## config.mk

```make
export PLATFORM = sky130hd
export DESIGN_NAME = spi_reg_ctrl
export DESIGN_NICKNAME = d
export VERILOG_FILES = /design/src/rtl/spi_reg_ctrl.sv
export SDC_FILE = /design/constraint.sdc
export NUM_CORES = 1
export LEC_CHECK = 0
export CORE_ASPECT_RATIO = 2
export CORE_MARGIN = 10
export CORE_UTILIZATION = 48
export CTS_BUF_LIST = sky130_fd_sc_hd__clkbuf_4
export DETAILED_ROUTE_END_ITERATION = 8
export GPL_TIMING_DRIVEN = 0
export PLACE_DENSITY = 0.84
export REMOVE_ABC_BUFFERS = 1
export SETUP_SLACK_MARGIN = 0.2
export SLEW_MARGIN = 0
export SYNTH_ARGS = -nofsm -noshare
export SYNTH_HDL_FRONTEND = slang
export SYNTH_SLANG_ARGS = --single-unit
```

## constraint.sdc

```tcl
create_clock -name i_sys_clk -period 2.2 [get_ports i_sys_clk]
set_input_delay 0.33 -clock i_sys_clk [delete_from_list [all_inputs] [get_ports i_sys_clk]]
set_output_delay 0.33 -clock i_sys_clk [all_outputs]
set_load 0.1 [all_outputs]
```

## src/rtl/spi_reg_ctrl.sv

```systemverilog
// spi_reg_ctrl: decodes SPI command words, owns the register bank and status, sequences tx responses.
module spi_reg_ctrl #(
    parameter int         NUM_REGS    = 8,
    parameter logic [7:0] REG_RESET   = 8'h00,
    parameter int         TIMEOUT_CYC = 1024
) (
    input  logic                  i_sys_clk,
    input  logic                  i_sys_rst,
    input  logic [15:0]           i_rx_data,
    input  logic                  i_rx_valid,
    input  logic                  i_rx_error,
    input  logic                  i_tx_ready,
    input  logic                  i_tx_error,
    output logic [15:0]           o_tx_data,
    output logic                  o_tx_load,
    output logic [NUM_REGS*8-1:0] o_regs,
    output logic [7:0]            o_status,
    output logic                  o_busy
);
    localparam int CW = $clog2(TIMEOUT_CYC + 1);
    localparam logic [CW-1:0] TMAX = CW'(TIMEOUT_CYC - 1);
    localparam logic [7:0] NR = 8'(NUM_REGS);
    typedef enum logic [2:0] {IDLE, DECODE, WRITE, READ, ERR, WAIT_TX} state_t;
    state_t state_q, state_d;
    logic [15:0] cmd_q, cmd_d, tx_q, tx_d, tx_resp;
    logic [7:0] reg_q [NUM_REGS];
    logic [7:0] reg_d [NUM_REGS];
    logic [7:0] status_q, status_d, base, rd_val;
    logic [CW-1:0] cnt_q, cnt_d;
    logic [6:0] addr;
    logic [3:0] err_bits;
    logic addr_ok, timeout, tx_load, clr;
    assign addr    = cmd_q[14:8];
    assign addr_ok = ({1'b0, addr} < NR) || (addr == 7'h7F);
    assign timeout = state_q == WAIT_TX && !i_tx_ready && cnt_q == TMAX;
    always_ff @(posedge i_sys_clk) begin
        if (i_sys_rst) begin
            state_q  <= IDLE;
            cmd_q    <= '0;
            tx_q     <= '0;
            status_q <= '0;
            cnt_q    <= '0;
            for (int i = 0; i < NUM_REGS; i++) reg_q[i] <= REG_RESET;
        end else begin
            state_q  <= state_d;
            cmd_q    <= cmd_d;
            tx_q     <= tx_d;
            status_q <= status_d;
            cnt_q    <= cnt_d;
            reg_q    <= reg_d;
        end
    end
    always_comb begin
        state_d = state_q;
        case (state_q)
            IDLE:              state_d = (i_rx_valid && !i_rx_error) ? DECODE : IDLE;
            DECODE:            state_d = !addr_ok ? ERR : cmd_q[15] ? READ : WRITE;
            WRITE, READ, ERR:  state_d = WAIT_TX;
            WAIT_TX:           state_d = (i_tx_ready || timeout) ? IDLE : WAIT_TX;
            default:           state_d = IDLE;
        endcase
    end
    always_comb begin
        rd_val = status_q;
        reg_d  = reg_q;
        for (int i = 0; i < NUM_REGS; i++) begin
            if (addr == 7'(i)) rd_val = reg_q[i];
            if (state_q == WRITE && addr == 7'(i)) reg_d[i] = cmd_q[7:0];
        end
        tx_load = state_q == WRITE || state_q == READ || state_q == ERR;
        tx_resp = state_q == ERR ? 16'hFEEE : state_q == READ ? {1'b1, addr, rd_val} : {1'b0, addr, cmd_q[7:0]};
        // Response is driven combinationally in the load cycle, then held in tx_q.
        tx_d    = tx_load ? tx_resp : tx_q;
        cmd_d   = (state_q == IDLE && i_rx_valid && !i_rx_error) ? i_rx_data : cmd_q;
        cnt_d   = (state_q == WAIT_TX && !i_tx_ready && !timeout) ? cnt_q + 1'b1 : '0;
        clr     = state_q == READ && addr == 7'h7F;
        base    = clr ? 8'h00 : status_q;
        err_bits = {i_rx_valid && state_q != IDLE, state_q == ERR, i_rx_error, i_tx_error || timeout};
        status_d = {base[7:4] | err_bits, base[3:0] + {3'b000, (|err_bits) && base[3:0] != 4'hF}};
    end
    for (genvar g = 0; g < NUM_REGS; g++) begin : g_regs
        assign o_regs[8*g +: 8] = reg_q[g];
    end
    assign o_tx_load = tx_load;
    assign o_tx_data = tx_d;
    assign o_status  = status_q;
    assign o_busy    = state_q != IDLE;
endmodule

```

Yosys cells after proc, flatten, opt, wreduce, memory -nomap -nowiden
Index checks and enable logic that the tools add are counted.
{"block": "totals", "register_bits": 118, "input_bits": 22, "output_inout_bits": 90}
{"block": "classes", "addsub": 2, "magnitude_cmp": 1, "n_eq_ne": 15, "n_mux": 17, "n_bitwise": 2, "reduce_logical": 31}
{"operator": "8-bit two-way mux", "count": 9}
{"operator": "16-bit two-way mux", "count": 3}
{"operator": "7-bit by 3-bit == test with 1-bit output, second input constant", "count": 4}
{"operator": "1-bit logical AND", "count": 17}
{"operator": "7-bit by 2-bit == test with 1-bit output, second input constant", "count": 2}
{"operator": "3-bit case mux with 4 select lines", "count": 1}
{"operator": "11-bit by 1-bit adder with 11-bit output, second input constant", "count": 1}
{"operator": "11-bit by 10-bit == test with 1-bit output, second input constant", "count": 1}
{"operator": "7-bit by 1-bit == test with 1-bit output, second input constant", "count": 1}
{"operator": "7-bit == test, second input constant", "count": 1}
{"operator": "7-bit zero test", "count": 1}
{"operator": "7-bit by 4-bit less-than comparator with 1-bit output, second input constant", "count": 1}
{"operator": "3-bit by 2-bit == test with 1-bit output, second input constant", "count": 2}
{"operator": "3-bit == test, second input constant", "count": 2}
{"operator": "3-bit two-way mux", "count": 2}
{"operator": "1-bit logical OR", "count": 5}
{"operator": "4-bit by 1-bit adder with 4-bit output", "count": 1}
{"operator": "4-bit inequality test, second input constant", "count": 1}
{"operator": "4-bit OR", "count": 1}
{"operator": "4-bit OR reduction", "count": 1}
{"operator": "3-bit by 1-bit == test with 1-bit output, second input constant", "count": 1}
{"operator": "1-bit zero test", "count": 3}
{"operator": "3-bit zero test", "count": 1}
{"operator": "3-bit nonzero test", "count": 1}
{"operator": "other kinds (4)", "count": 5}

Longest topological paths before layout
{"block": "depth", "word_depth": 12, "ltp_mapped": 10, "mapped_depth_nobuf": 10}

Least setup slack after synthesis
OpenSTA, ideal clock, no wires.
{"block": "synth_timing", "path_kind": "register to output", "from": "reg reg_q (netlist bit o_regs[15])", "to": "out o_tx_data[7]", "arrival_ns": 3.791, "required_time_ns": 1.870, "slack_ns": -1.921, "path_stages_with_launch": 6, "path_buffers": 0, "cell_sequence": "dfxtp_1 -> mux2i_1 -> nor3_1 -> a21oi_1 -> and3_1 -> a211oi_1"}
{"block": "synth_via", "elab_chain_cells": 10}
{"element": "start: declaration", "line_no": "26", "source": "logic [7:0] reg_q [NUM_REGS];"}
{"element": "start signal: assignment", "line_no": "50", "source": "reg_q <= reg_d;"}
{"element": "8-bit two-way mux (7 in a row)", "line_no": "67", "source": "if (addr == 7'(i)) rd_val = reg_q[i];"}
{"element": "16-bit two-way mux (2 in a row)", "line_no": "71", "source": "tx_resp = state_q == ERR ? 16'hFEEE : state_q == READ ? {1'b1, addr, rd_val} : {1'b0, addr, cmd_q[7:0]};"}
{"element": "16-bit two-way mux", "line_no": "73", "source": "tx_d = tx_load ? tx_resp : tx_q;"}
{"element": "end: declaration", "line_no": "14", "source": "output logic [15:0] o_tx_data,"}
Every way passes these cells.

Worst setup path in the final report
{"block": "layout_timing", "from": "reg cmd_q[8]", "to": "out o_tx_data[0]"}
{"block": "layout_via", "elab_chain_cells": 12}
{"element": "start: declaration", "line_no": "25", "source": "logic [15:0] cmd_q, cmd_d, tx_q, tx_d, tx_resp;"}
{"element": "start signal: assignment", "line_no": "46", "source": "cmd_q <= cmd_d;"}
{"element": "7-bit zero test", "line_no": "67"}
{"element": "8-bit two-way mux (7 in a row)", "line_no": "67"}
{"element": "8-bit two-way mux (*)", "line_no": "67"}
{"element": "16-bit two-way mux (*) (2 in a row)", "line_no": "71"}
{"element": "16-bit two-way mux (*)", "line_no": "73"}
Every way passes the cells marked *; elsewhere a longest branch is shown, timed or not.

==> results.yml <==
outcome:
  outcome: "finished, violations left"
  violations: "DRC, setup timing"
clock_network:
  clk_pin_slew_ns: 0.14
  cts_sinks: 118
  htree_levels: 4
  cts_buffers: 17
  holdBufCountCts: 0
  clk-insertion-delay-late_ns: 0.56
  cts_tree: "built"
  root_buffer: "clkbuf_4"
  cts_buffer_depth: 2
placed_design:
  place_hpwl_mm: 13.6
  gp_routability_congestion: 0.952
  place_area_um2: 6540
  numPlacedInstances: 902
  port_buffers: 111
logic_synthesis:
  synth_xor_area_share_pct: 1.78
  yosys.area_share.simple_pct: 26.4
  ys_ff_latch: 118
  synthesis.instances: 699
  synth_ff_type: "dfxtp_1"
  synth_edf_count: 0
  synth.mux.area_fraction_pct: 4.91
  yosys_warnings: 0
  syn_area_um2: 5430
  netlist-cell-type-count: 51
  synthArstFlopShare_pct: 0
  synth-compound-area-share_pct: 18.4
  syn_area_per_cell_um2: 7.76
  yosysSeqAreaShare_pct: 43.5
  synthAdderAreaFrac_pct: 0.692
  synth_top_family_by_area: "simple AND/OR/NAND/NOR gates"
worst_setup_path:
  rrSetupSlack_ns: -0.53
  critPathKind: "flip-flop to output pin"
  start_kind: "flip-flop"
  endpoint_kind: "output pin"
  ff2ff_path_depth: 5
  critPathArrivalTime_ns: 2.84
  worst_r2r_endpoint: "tx_q[7]"
  r2r_start: "cmd_q[14]"
  path_max_fanout: 12
  crit_required_ns: 1.87
final_layout:
  drive_above_1_share_pct: 50.1
  n_antenna_cell: 0
  fin_cells: 1026
  final_util_pct: 82.7
  nFillCells: 542
  layout_commonest_cell: "dfxtp_1"
  syn2layout_area_growth_pct: 67.9
  fin_nets: 898
  final_cell_mix: "dfxtp_1, nand2_1, clkdlybuf4s15_2"
  final_area_um2: 9110
detailed_routing:
  antenna_left: 0
  first_pass_iters: 9
  drt_iter0_markers: 1144
  wire_per_inst_um: 30.1
  viasPerCell: 7.07
  num_vias: 7258
  drc: 8
  wirelength_mm: 30.9
sta:
  hold_viol_final: 0
  fmax_ghz: 0.316
  setup_viol: 80
  setup_ws_ns: -0.967
  tightestPinTransition_ns: 1.14
  fin_crit_sh_pct: 144
  hold_ws_ns: 0.303
  clock-skew-final_ns: 0.0282
  maxSlewViolCount: 0
  timing.slew.headroom_pct: 24.1
  rsz0062_at_grt: "true"
  min_period_ns: 3.17
worst_hold_path:
  hold_depth: 2
  worst_hold_path_type: "input pin to flip-flop"
  hp-start: "i_sys_rst"
  hold_end: "o_regs[60]"
pwr:
  power.total_mw: 11.5
  p_per_area_nw_per_um2: 1260
  power_leakage_nw: 3.05
  ir_drop_v: 0.00124
floorplanning:
  die_area_um2: 16200
  num_rows: 54
  core_um2: 11000
  pin_count: 112
  initial_core_util_pct: 49.3
  die_width_um: 95.2
  die_h_um: 170
global_routing:
  track_usage_pct: 28.0
  grt_overflow_total: 0
  grt_antenna_before_repair: 0
  grt_pass1_wl_mm: 35.3
  grt_max_degree: 99
  grt_pass1_vias: 6510
job:
  maxCapViolations: 0
==> worst max-delay path by stage <==
stage	to	depth (start not counted)	slack (ns)	start
after CTS	o_tx_data[1]	7	-0.61	cmd_q[14]
after floorplan	o_tx_data[7]	5	-2.32	state_q[1]
final	o_tx_data[0]	8	-0.97	cmd_q[8]
after global placement	cnt_q[3]	4	-2.58	i_sys_rst
after global routing	o_tx_data[0]	8	-1.01	cmd_q[8]
after detailed placement	o_tx_data[7]	6	-1.90	cmd_q[11]
==> metal layers <==
layer | GRT usage [%] | vias up | wire [um]
li1 | - | 2801 | -
met3 | 8.59 | 360 | 3990
met1 | 26.8 | 3299 | 8790
met2 | 47.9 | 798 | 14400
met4 | 21.9 | 0 | 3740
met5 | 0 | - | 0
==> cell families after synthesis <==
| group | after synthesis |
|---|---|
| buffers and inverters | 58 |
| AOI/OAI and AO/OA | 170 |
| DFF | 118 |
| adders and majority gates | 3 |
| and+or+nand+nor | 314 |
| xor gates and xnor gates | 11 |
| muxes | 25 |
==> power by group <==
group	leakage, nW	switching, mW	internal, mW	total (mW)
logic	1.96	4.63	2.39	7.03
clock network	0.133	0.951	0.671	1.62
registers	0.963	0.425	2.38	2.81
total	3.05	6.01	5.45	11.5
==> through the flow <==
step	worst slack, ns	setup TNS, ns
floorplan	-2.32	-43.78
global placement	-2.58	-193.46
detailed placement	-1.90	-79.20
CTS	-0.609	-5.84
global route	-1.01	-23.62
finish	-0.967	-21.54
==> layout make-up <==
type                       count  area, um^2  area share [%]
sequential                   118        2400            26.3
multi-input combinational    524        3910            42.9
clock buffer                  18         135            1.48
tap                          140         175            1.92
inverter                       9        50.0           0.549
clock inverter                14         136            1.50
timing repair buffer         203        2300            25.3
==> cell usage after synthesis, types with 2 or more instances <==
| cell type | instances | share of area, % |
|---|---|---|
| a22oi_1 | 10 | 1.4 |
| nand2_1 | 149 | 10 |
| a21oi_1 | 96 | 8.9 |
| mux2i_1 | 21 | 3.9 |
| dfxtp_1 | 118 | 44 |
| mux2_2 | 3 | 0.62 |
| nand2b_1 | 8 | 0.92 |
| a221o_1 | 4 | 0.74 |
| o2111ai_1 | 2 | 0.32 |
| or2_2 | 2 | 0.23 |
| a211oi_1 | 2 | 0.28 |
| nor3_1 | 18 | 1.7 |
| nor2_1 | 59 | 4.1 |
| inv_1 | 8 | 0.55 |
| o21ai_0 | 18 | 1.7 |
| a31oi_1 | 2 | 0.23 |
| clkbuf_1 | 37 | 2.6 |
| a21o_1 | 4 | 0.55 |
| and2_1 | 9 | 1.0 |
| o22ai_1 | 13 | 1.5 |
| nand3_1 | 34 | 3.1 |
| o2bb2ai_1 | 4 | 0.65 |
| or3_1 | 6 | 0.69 |
| and3_1 | 6 | 0.69 |
| nand4_1 | 3 | 0.35 |
| nor4_1 | 2 | 0.23 |
| xnor2_1 | 5 | 0.81 |
| a221oi_1 | 5 | 0.81 |
| buf_2 | 4 | 0.37 |
| o211ai_1 | 6 | 0.83 |
| ha_1 | 3 | 0.69 |
| nor2b_1 | 7 | 0.81 |
| buf_1 | 6 | 0.42 |
| buf_4 | 2 | 0.28 |
| and4_1 | 2 | 0.32 |
| xor2_1 | 6 | 0.97 |
==> sequential cells by signal, indices dropped and copies added (netlist names) <==
name      flops
cnt_q        11
tx_q         16
state_q       3
o_regs       64
cmd_q        16
o_status      8
==> repair_timing <==
action / in CTS / in global routing
setup buffers: 60 / 29
pin swaps: 40 / 91
endpoints found under the setup margin: 199 / 104
cloned: 3 / 0
gates resized for setup: 527 / 187
==> worst max-delay path, cell delays in order, from the launching register on <==
cell      delay, ns
dfxtp_4        0.42
buf_4          0.15
buf_12         0.15
nor2b_4        0.53
a22oi_2        0.22
nor3_2         0.35
a221oi_2       0.10
o21ai_2        0.13
buf_12         0.20
(Power assumes the default switching activity.)
